`config.mk`:
```
export PLATFORM = sky130hd
export DESIGN_NAME = mem_access
export DESIGN_NICKNAME = d
export VERILOG_FILES = /design/src/rtl/mem_access.sv
export SDC_FILE = /design/constraint.sdc
export NUM_CORES = 1
export LEC_CHECK = 0
export CAP_MARGIN = 25
export CELL_PAD_IN_SITES_DETAIL_PLACEMENT = 1
export CELL_PAD_IN_SITES_GLOBAL_PLACEMENT = 1
export CORE_AREA = 2 2 133 135
export DETAILED_ROUTE_END_ITERATION = 8
export DIE_AREA = 0 0 135 137
export PLACE_DENSITY_LB_ADDON = 0.1
export SLEW_MARGIN = 20
export SYNTH_ARGS = -nofsm -noshare
export SYNTH_HDL_FRONTEND = slang
export SYNTH_SLANG_ARGS = --single-unit
```
`constraint.sdc`:
```
create_clock -name clk -period 2.1 [get_ports clk]
set_input_delay 0.42 -clock clk [delete_from_list [all_inputs] [get_ports clk]]
set_output_delay 0.42 -clock clk [all_outputs]
set_load 0.05 [all_outputs]
```
`src/rtl/mem_access.sv`:
```
// Memory access stage: turns load/store requests from decode into single
// data-bus transactions, aligns load data for writeback and flags
// misaligned accesses without touching the bus.
//
// Bus handshake: ram_en acts as valid. While ram_en=1, ram_addr,
// ram_write_en and ram_write_data stay stable until the cycle in which
// ram_ready=1. That cycle completes the transfer, and ram_read_data is
// consumed in the same cycle. ram_ready is ignored while ram_en=0.
module mem_access (
  input  logic        clk,
  input  logic        rst_n,
  input  logic        mem_read_flag,
  input  logic        mem_write_flag,
  input  logic        mem_sign_ext_flag,
  input  logic [3:0]  mem_sel,
  input  logic [31:0] mem_write_data,
  input  logic [31:0] address,
  input  logic [31:0] result_in,
  input  logic        flush,
  output logic        ram_en,
  output logic [3:0]  ram_write_en,
  output logic [31:0] ram_addr,
  output logic [31:0] ram_write_data,
  input  logic [31:0] ram_read_data,
  input  logic        ram_ready,
  output logic [31:0] result,
  output logic        stall_request,
  output logic        load_addr_error,
  output logic        store_addr_error
);

  typedef enum logic {IDLE = 1'b0, BUSY = 1'b1} state_t;

  // state is the hook for external checkers.
  state_t state;
  state_t state_next;

  logic        access;
  logic        is_write;
  logic        misaligned;
  logic        issue;
  logic [31:0] store_rep;
  logic [31:0] load_data;
  logic [31:0] lane_shifted;

  logic [31:0] lat_addr;
  logic [3:0]  lat_sel;
  logic        lat_sign;
  logic        lat_write;
  logic [31:0] lat_wdata;

  // Decode the incoming request.
  // A write request wins when both flags are set.
  always_comb begin
    access     = (mem_read_flag | mem_write_flag) & (mem_sel != 4'b0000);
    is_write   = mem_write_flag;
    misaligned = ((mem_sel == 4'b1111) && (address[1:0] != 2'b00)) ||
                 ((mem_sel == 4'b0011) && address[0]);
    issue      = (state == IDLE) && access && !misaligned && !flush;
  end

  // Replicate store data across all byte lanes.
  // The byte enables then pick the lanes that the memory writes.
  always_comb begin
    case (mem_sel)
      4'b0001: store_rep = {4{mem_write_data[7:0]}};
      4'b0011: store_rep = {2{mem_write_data[15:0]}};
      default: store_rep = mem_write_data;
    endcase
  end

  // State register.
  always_ff @(posedge clk or negedge rst_n) begin
    if (!rst_n) state <= IDLE;
    else        state <= state_next;
  end

  // Capture the request on issue.
  // These registers drive the bus for the whole BUSY period.
  always_ff @(posedge clk or negedge rst_n) begin
    if (!rst_n) begin
      lat_addr  <= 32'h0;
      lat_sel   <= 4'h0;
      lat_sign  <= 1'b0;
      lat_write <= 1'b0;
      lat_wdata <= 32'h0;
    end else if (issue) begin
      lat_addr  <= address;
      lat_sel   <= mem_sel;
      lat_sign  <= mem_sign_ext_flag;
      lat_write <= is_write;
      lat_wdata <= store_rep;
    end
  end

  // Select the addressed lane of the read word and extend it.
  always_comb begin
    lane_shifted = ram_read_data >> {lat_addr[1:0], 3'b000};
    case (lat_sel)
      4'b0001: load_data = {{24{lat_sign & lane_shifted[7]}}, lane_shifted[7:0]};
      4'b0011: load_data = lat_addr[1] ?
                 {{16{lat_sign & ram_read_data[31]}}, ram_read_data[31:16]} :
                 {{16{lat_sign & ram_read_data[15]}}, ram_read_data[15:0]};
      default: load_data = ram_read_data;
    endcase
  end

  always_comb begin
    ram_addr       = {lat_addr[31:2], 2'b00};
    ram_write_data = lat_wdata;
  end

  // Compute the next state and the stage outputs.
  // Reset forces the outputs to zero immediately, even mid-transaction.
  always_comb begin
    state_next       = state;
    ram_en           = 1'b0;
    ram_write_en     = 4'b0000;
    stall_request    = 1'b0;
    result           = result_in;
    load_addr_error  = 1'b0;
    store_addr_error = 1'b0;
    case (state)
      IDLE: begin
        load_addr_error  = access && misaligned && !is_write;
        store_addr_error = access && misaligned && is_write;
        if (issue) begin
          stall_request = 1'b1;
          state_next    = BUSY;
        end
      end
      BUSY: begin
        // flush is ignored here; a started transaction always completes.
        ram_en       = 1'b1;
        ram_write_en = lat_write ? (lat_sel << lat_addr[1:0]) : 4'b0000;
        if (ram_ready) begin
          state_next = IDLE;
          if (!lat_write) result = load_data;
        end else begin
          stall_request = 1'b1;
        end
      end
      default: state_next = IDLE;
    endcase
    if (!rst_n) begin
      state_next       = IDLE;
      ram_en           = 1'b0;
      ram_write_en     = 4'b0000;
      stall_request    = 1'b0;
      result           = 32'h0;
      load_addr_error  = 1'b0;
      store_addr_error = 1'b0;
    end
  end

endmodule

```
==> flow_summary_export.csv, run 1 <==
group,metric,value,unit
finish,drive_above_1_share,45.65,%
die,dieWidth,135,um
power,p_leak,3.705,nW
place,hpwlAfterDp,13.90,mm
power,powerDensity,803.2,nW/um^2
worst_setup_path,worstSetupPathType,"reg2out",
routing,drc,0,
die,fp.dieArea,18500,um^2
worst_setup_path,cp.required,1.68,ns
global_routing,grt_pass1_vias,4898,
finish,ff_latch_area,1783,um^2
routing,postRouteAntennaNets,0,
finish,most-common-layout-cells,"186 x clkdlybuf4s50_1, 76 x buf_4, 66 x dfrtp_1",
worst_setup_path,crit_slowest_cell,"or3b_4",
finish,stdcell_area,8906,um^2
routing,drtIter0Drc,127,
clocking,cts_made_buffers,9,
die,io_pins,243,
clocking,clock_latency,0.34,ns
timing,finalCritPeriodShare,117.9,%
timing,final-hold-violation-count,0,
timing,tightest_slew,0.5657,ns
finish,nets,846,
die,start_util,25.59,%
die,die_h,137,um
timing,rsz0062_at_grt,"yes",
synth,yosysSeqAreaShare,40.70,%
clocking,max-clock-path-buffers,2,
timing,slew_viol_final,0,
synth,async_flop_share,100.0,%
place,pre_cts_ws,-0.6367,ns
die,core,17060,um^2
finish,areaGrowthSynthToFinish,104.0,%
place,gp_congestion,0.8183,
run_status,status,"complete, but fails checks",
synth,synth_cell_types,39,
worst_setup_path,cp_top_family,"simple AND/OR/NAND/NOR gates",
routing,wl,18.22,mm
synth,synth_seq_cells,71,
place,dpl_cell_area,8041,um^2
timing,worst_clock_skew,0.008114,ns
synth,syn_area,4365,um^2
place,dp_cells,905,
global_routing,grt_pass1_wl,27.37,mm
timing,tns,-11.01,ns
place,numPortBuffers,240,
timing,fin_ws,-0.3763,ns
worst_setup_path,worst-path-buf-inv,1,
finish,fillers,1788,
timing,hold_ws,0.1580,ns
routing,wl_per_cell,19.43,um
synth,syn_area_per_cell,10.30,um^2
finish,multi_input_area,2905,um^2
routing,routed-via-count,4410,
global_routing,grt_max_degree,42,
synth,synth_cells,424,
timing,layout_min_cycle_time,2.476,ns
power,fin_total_pwr,7.153,mW
clocking,htree_levels,3,
min_path,hp-class,"in2async",
worst_setup_path,critPathMaxFanout,6,
global_routing,grt_overflow,0,
timing,setup_violations,35,
worst_setup_path,cp_slowest_stage_delay,0.46,ns
routing,first_pass_iters,4,
clocking,hold_buffers,0,
clocking,cts_sinks,71,
clocking,cts_tree,"yes",
flow_run,drv_cap,0,
synth,synth-edff-count,0,
routing,via_per_inst,4.701,
finish,fin_cells,938,
timing,max_clock_freq,0.4038,GHz
run_status,violations,"setup timing",
finish,final_common_cell,"clkdlybuf4s50_1",
clocking,cts.clk_slew.worst_paths,0.06,ns
power,vdd_drop_max,504.2,uV
worst_setup_path,cp_cell_sequence,"or3b_4, or3_1, a21oi_2, o41ai_4, buf_12",
worst_setup_path,crit_path_end_kind,"output pin",
worst_setup_path,crit_arrival,2.06,ns
synth,synth_top_flop_cell,"dfrtp_1",
synth,yosys_warnings,0,
clocking,clockRootBuffer,"clkbuf_16",
die,num_rows,48,
timing,slew_headroom,62.17,%
worst_setup_path,critPathLaunchType,"flip-flop",
finish,post-route-util,52.22,%
global_routing,antenna_found_initial,2,
global_routing,track_usage,19.42,%
timing repair:
| item | CTS | global route |
|---|---|---|
| setup buffers | 12 | 2 |
| pin swaps | 31 | 31 |
| gates resized for setup | 79 | 27 |
| gates cloned | 2 | 0 |
| endpoints found under the setup margin | 82 | 68 |
cell type report:
type	count	area share, %
clock buffers	11	2.725
clock inverters	5	0.7165
multi-input cells	273	32.62
inverters	20	0.8429
well taps	225	3.161
repair buffers	332	39.88
flip-flops and latches	71	20.02
diodes	1	0.02810
sequential cells by signal (all words and copies together), names as in the netlist:
| register | cells |
|---|---|
| lat_addr | 32 |
| lat_sel | 4 |
| lat_sign | 1 |
| lat_write | 1 |
| ram_write_data | 32 |
| state | 1 |
worst reg2reg max path: cells and delay by family, from the launching register on:
kind	cells	cell delay [ns]
buffers and inverters	4	0.60
multiplexers	1	0.27
AND/OR/NAND/NOR	2	0.53
flip-flops	1	0.40
final timing paths:
check / from / endpoint / slack [ns] / depth (start not counted)
worst max-delay path: lat_sel[2] / result[0] / -0.38 / 5
worst min-delay path: rst_n / lat_sel[0] / 0.16 / 3
worst max register to register: state / ram_write_data[21] / 0.16 / 7
worst min register to register: lat_addr[30] / lat_addr[30] / 0.50 / 1
max in group asynchronous: rst_n / ram_write_data[30] / 1.55 / 2
min in group clk: address[0] / lat_addr[0] / 0.39 / 2
cell families after synthesis:
group,share of synthesized area (%)
buffers and inverters,11.26
AND/OR/NAND/NOR,10.52
flip-flops,40.70
other,0.08590
XOR/XNOR,0.2007
AO/OA/AOI/OAI,13.99
multiplexers,23.24
power by group:
part | internal (mW) | total, mW | leakage [nW] | switching, mW
registers | 1.67 | 1.85 | 0.825 | 0.184
clock network | 0.965 | 1.57 | 0.147 | 0.609
logic | 1.61 | 3.73 | 2.73 | 2.12
synth_stat cells (all sizes together) (2+ instances only):
cell     n  area [um^2]
mux2    65        732.0
clkbuf  11        41.29
o221ai   2        17.52
and2     3        21.27
nand4    2        12.51
mux2i   26        260.3
a221o   16        160.2
o41ai    7        61.31
inv     20        75.07
nor2    12        45.04
nand3    3        15.01
or3      7        43.79
nor3b    2        15.01
o22ai   13        81.33
and3b    2        17.52
buf     52        375.4
nand2b  17        106.4
a31oi    2        12.51
a211oi  10        75.07
nor3    10        50.05
nor2b    2        12.51
a21oi   11        55.05
nand2   24        90.09
or3b     2        17.52
o21ai   24        120.1
dfrtp   71         1777
layer usage:
layer	part of all wire, %	up-vias	GRT usage (%)
met5	0.071	-	0
met4	1.4	2	5.845
met3	8.7	17	6.778
met2	53	142	35.17
met1	37	2183	21.41
li1	-	2066	-
(Power assumes the default switching activity.)
==> run 2: changes to the inputs <==
--- a/config.mk
+++ b/config.mk
@@ -11,7 +11,8 @@
 export CORE_AREA = 2 2 133 135
 export DETAILED_ROUTE_END_ITERATION = 8
 export DIE_AREA = 0 0 135 137
-export PLACE_DENSITY_LB_ADDON = 0.1
+export PLACE_DENSITY = 0.77
+export SKIP_CTS_REPAIR_TIMING = 1
 export SLEW_MARGIN = 20
 export SYNTH_ARGS = -nofsm -noshare
 export SYNTH_HDL_FRONTEND = slang
==> flow_summary_export.csv, run 2 (synthesized netlist as in run 1, its figures left out) <==
group,metric,value,unit
run_status,status,"complete, but fails checks",
run_status,violations,"setup timing",
routing,routed-via-count,4476,
clocking,cts_tree,"yes",
routing,first_pass_iters,4,
place,gp_congestion,0.8375,
finish,fin_cells,919,
timing,final-hold-violation-count,0,
timing,layout_min_cycle_time,2.552,ns
finish,nets,828,
timing,rsz0062_at_grt,"yes",
worst_setup_path,worstSetupPathType,"reg2out",
worst_setup_path,r2r_start,"state",
place,hpwlAfterDp,14.11,mm
clocking,cts_made_buffers,9,
timing,worst_clock_skew,0.009444,ns
global_routing,grt_pass1_vias,4889,
power,powerDensity,801.8,nW/um^2
place,numPortBuffers,240,
worst_setup_path,critPathMaxFanout,6,
routing,postRouteAntennaNets,0,
die,dieWidth,135,um
clocking,clock_latency,0.33,ns
timing,setup_violations,33,
finish,n_antenna_cell,0,
timing,hold_ws,0.04170,ns
place,pre_cts_ws,-0.6415,ns
power,p_leak,3.703,nW
timing,tightest_slew,0.7898,ns
worst_setup_path,r2r_setup_slack,0.09,ns
routing,wl,18.65,mm
die,core,17060,um^2
power,fin_total_pwr,7.037,mW
finish,most-common-layout-cells,"187 x clkdlybuf4s50_1, 66 x dfrtp_1, 64 x mux2_2",
worst_setup_path,r2r.worst_path.cells,8,
routing,drtIter0Drc,133,
die,start_util,25.59,%
timing,slew_viol_final,0,
worst_setup_path,critPathLaunchType,"flip-flop",
die,num_rows,48,
worst_setup_path,cp.required,1.68,ns
place,dp_cells,890,
finish,drive_above_1_share,43.66,%
timing,fin_ws,-0.4517,ns
power,vdd_drop_max,523.5,uV
clocking,cts.clk_slew.worst_paths,0.06,ns
worst_setup_path,crit_path_end_kind,"output pin",
timing,finalCritPeriodShare,121.5,%
clocking,cts_sinks,71,
global_routing,grt_max_degree,61,
routing,drc,0,
finish,areaGrowthSynthToFinish,101.0,%
min_path,hp-class,"in2async",
die,die_h,137,um
global_routing,antenna_found_initial,2,
clocking,max-clock-path-buffers,2,
finish,final_common_cell,"clkdlybuf4s50_1",
global_routing,grt_pass1_wl,26.43,mm
timing,slew_headroom,47.34,%
worst_setup_path,reg2reg_to,"ram_write_data[10]",
flow_run,drv_cap,0,
routing,via_per_inst,4.871,
clocking,htree_levels,3,
die,io_pins,243,
routing,wl_per_cell,20.30,um
clocking,clockRootBuffer,"clkbuf_16",
timing,max_clock_freq,0.3919,GHz
die,fp.dieArea,18500,um^2
timing,tns,-11.97,ns
global_routing,track_usage,18.44,%
global_routing,grt_overflow,0,
worst_setup_path,crit_arrival,2.13,ns
[run 2: area by class of cell]
| type | count | area [um^2] |
|---|---|---|
| Clock inverter | 6 | 42.54 |
| Timing Repair Buffer | 313 | 3495 |
| Clock buffer | 10 | 239.0 |
| Inverter | 20 | 75.07 |
| Tap cell | 225 | 281.5 |
| Multi-Input combinational cell | 274 | 2860 |
| Sequential cell | 71 | 1783 |
| Fill cell | 1785 | 8280 |
[run 2: per-stage QoR]
| step | utilization (%) | instance area, um^2 |
|---|---|---|
| finish | 51.45 | 8776 |
| CTS | 48.58 | 8285 |
| global placement | 46.93 | 8004 |
| detailed placement | 46.93 | 8004 |
| floorplan | - | 4903 |
| global route | 51.45 | 8776 |
[run 2: metal layers]
layer,GRT usage [%],part of all wire [%],up-vias
met5,0,0.14,-
met4,4.803,1.4,4
met3,6.630,8.1,25
met2,34.60,53,179
met1,19.54,37,2246
li1,-,-,2022
[run 2: critical path, stage by stage (launching register included)]
cell and delay (ns):
dfrtp_2 0.46, or3b_4 0.48, or3_4 0.40, a21oi_4 0.19, o41ai_4 0.12, buf_12 0.16
[run 2: worst max path at each step]
stage	startpoint	end	cells past startpoint
after floorplan	lat_addr[1]	ram_write_en[0]	4
after global placement	ram_ready	result[21]	6
after detailed placement	ram_ready	result[19]	6
after CTS	lat_sel[2]	result[19]	5
after global routing	lat_sel[2]	result[1]	6
final	lat_sel[2]	result[3]	5
[run 2: power breakdown]
part	switching [mW]	leakage [nW]	internal [mW]	total (mW)
logic	2.14	2.74	1.58	3.72
registers	0.201	0.825	1.67	1.87
clock network	0.608	0.135	0.835	1.44
==> run 3: changes to the inputs <==
--- a/config.mk
+++ b/config.mk
@@ -9,6 +9,7 @@
 export CELL_PAD_IN_SITES_DETAIL_PLACEMENT = 1
 export CELL_PAD_IN_SITES_GLOBAL_PLACEMENT = 1
 export CORE_AREA = 2 2 133 135
+export CTS_CLUSTER_DIAMETER = 150
 export DETAILED_ROUTE_END_ITERATION = 8
 export DIE_AREA = 0 0 135 137
 export PLACE_DENSITY = 0.77
==> results of run 3 <==
Same layout as run 2: the final DEF is identical, and so are final timing and power.
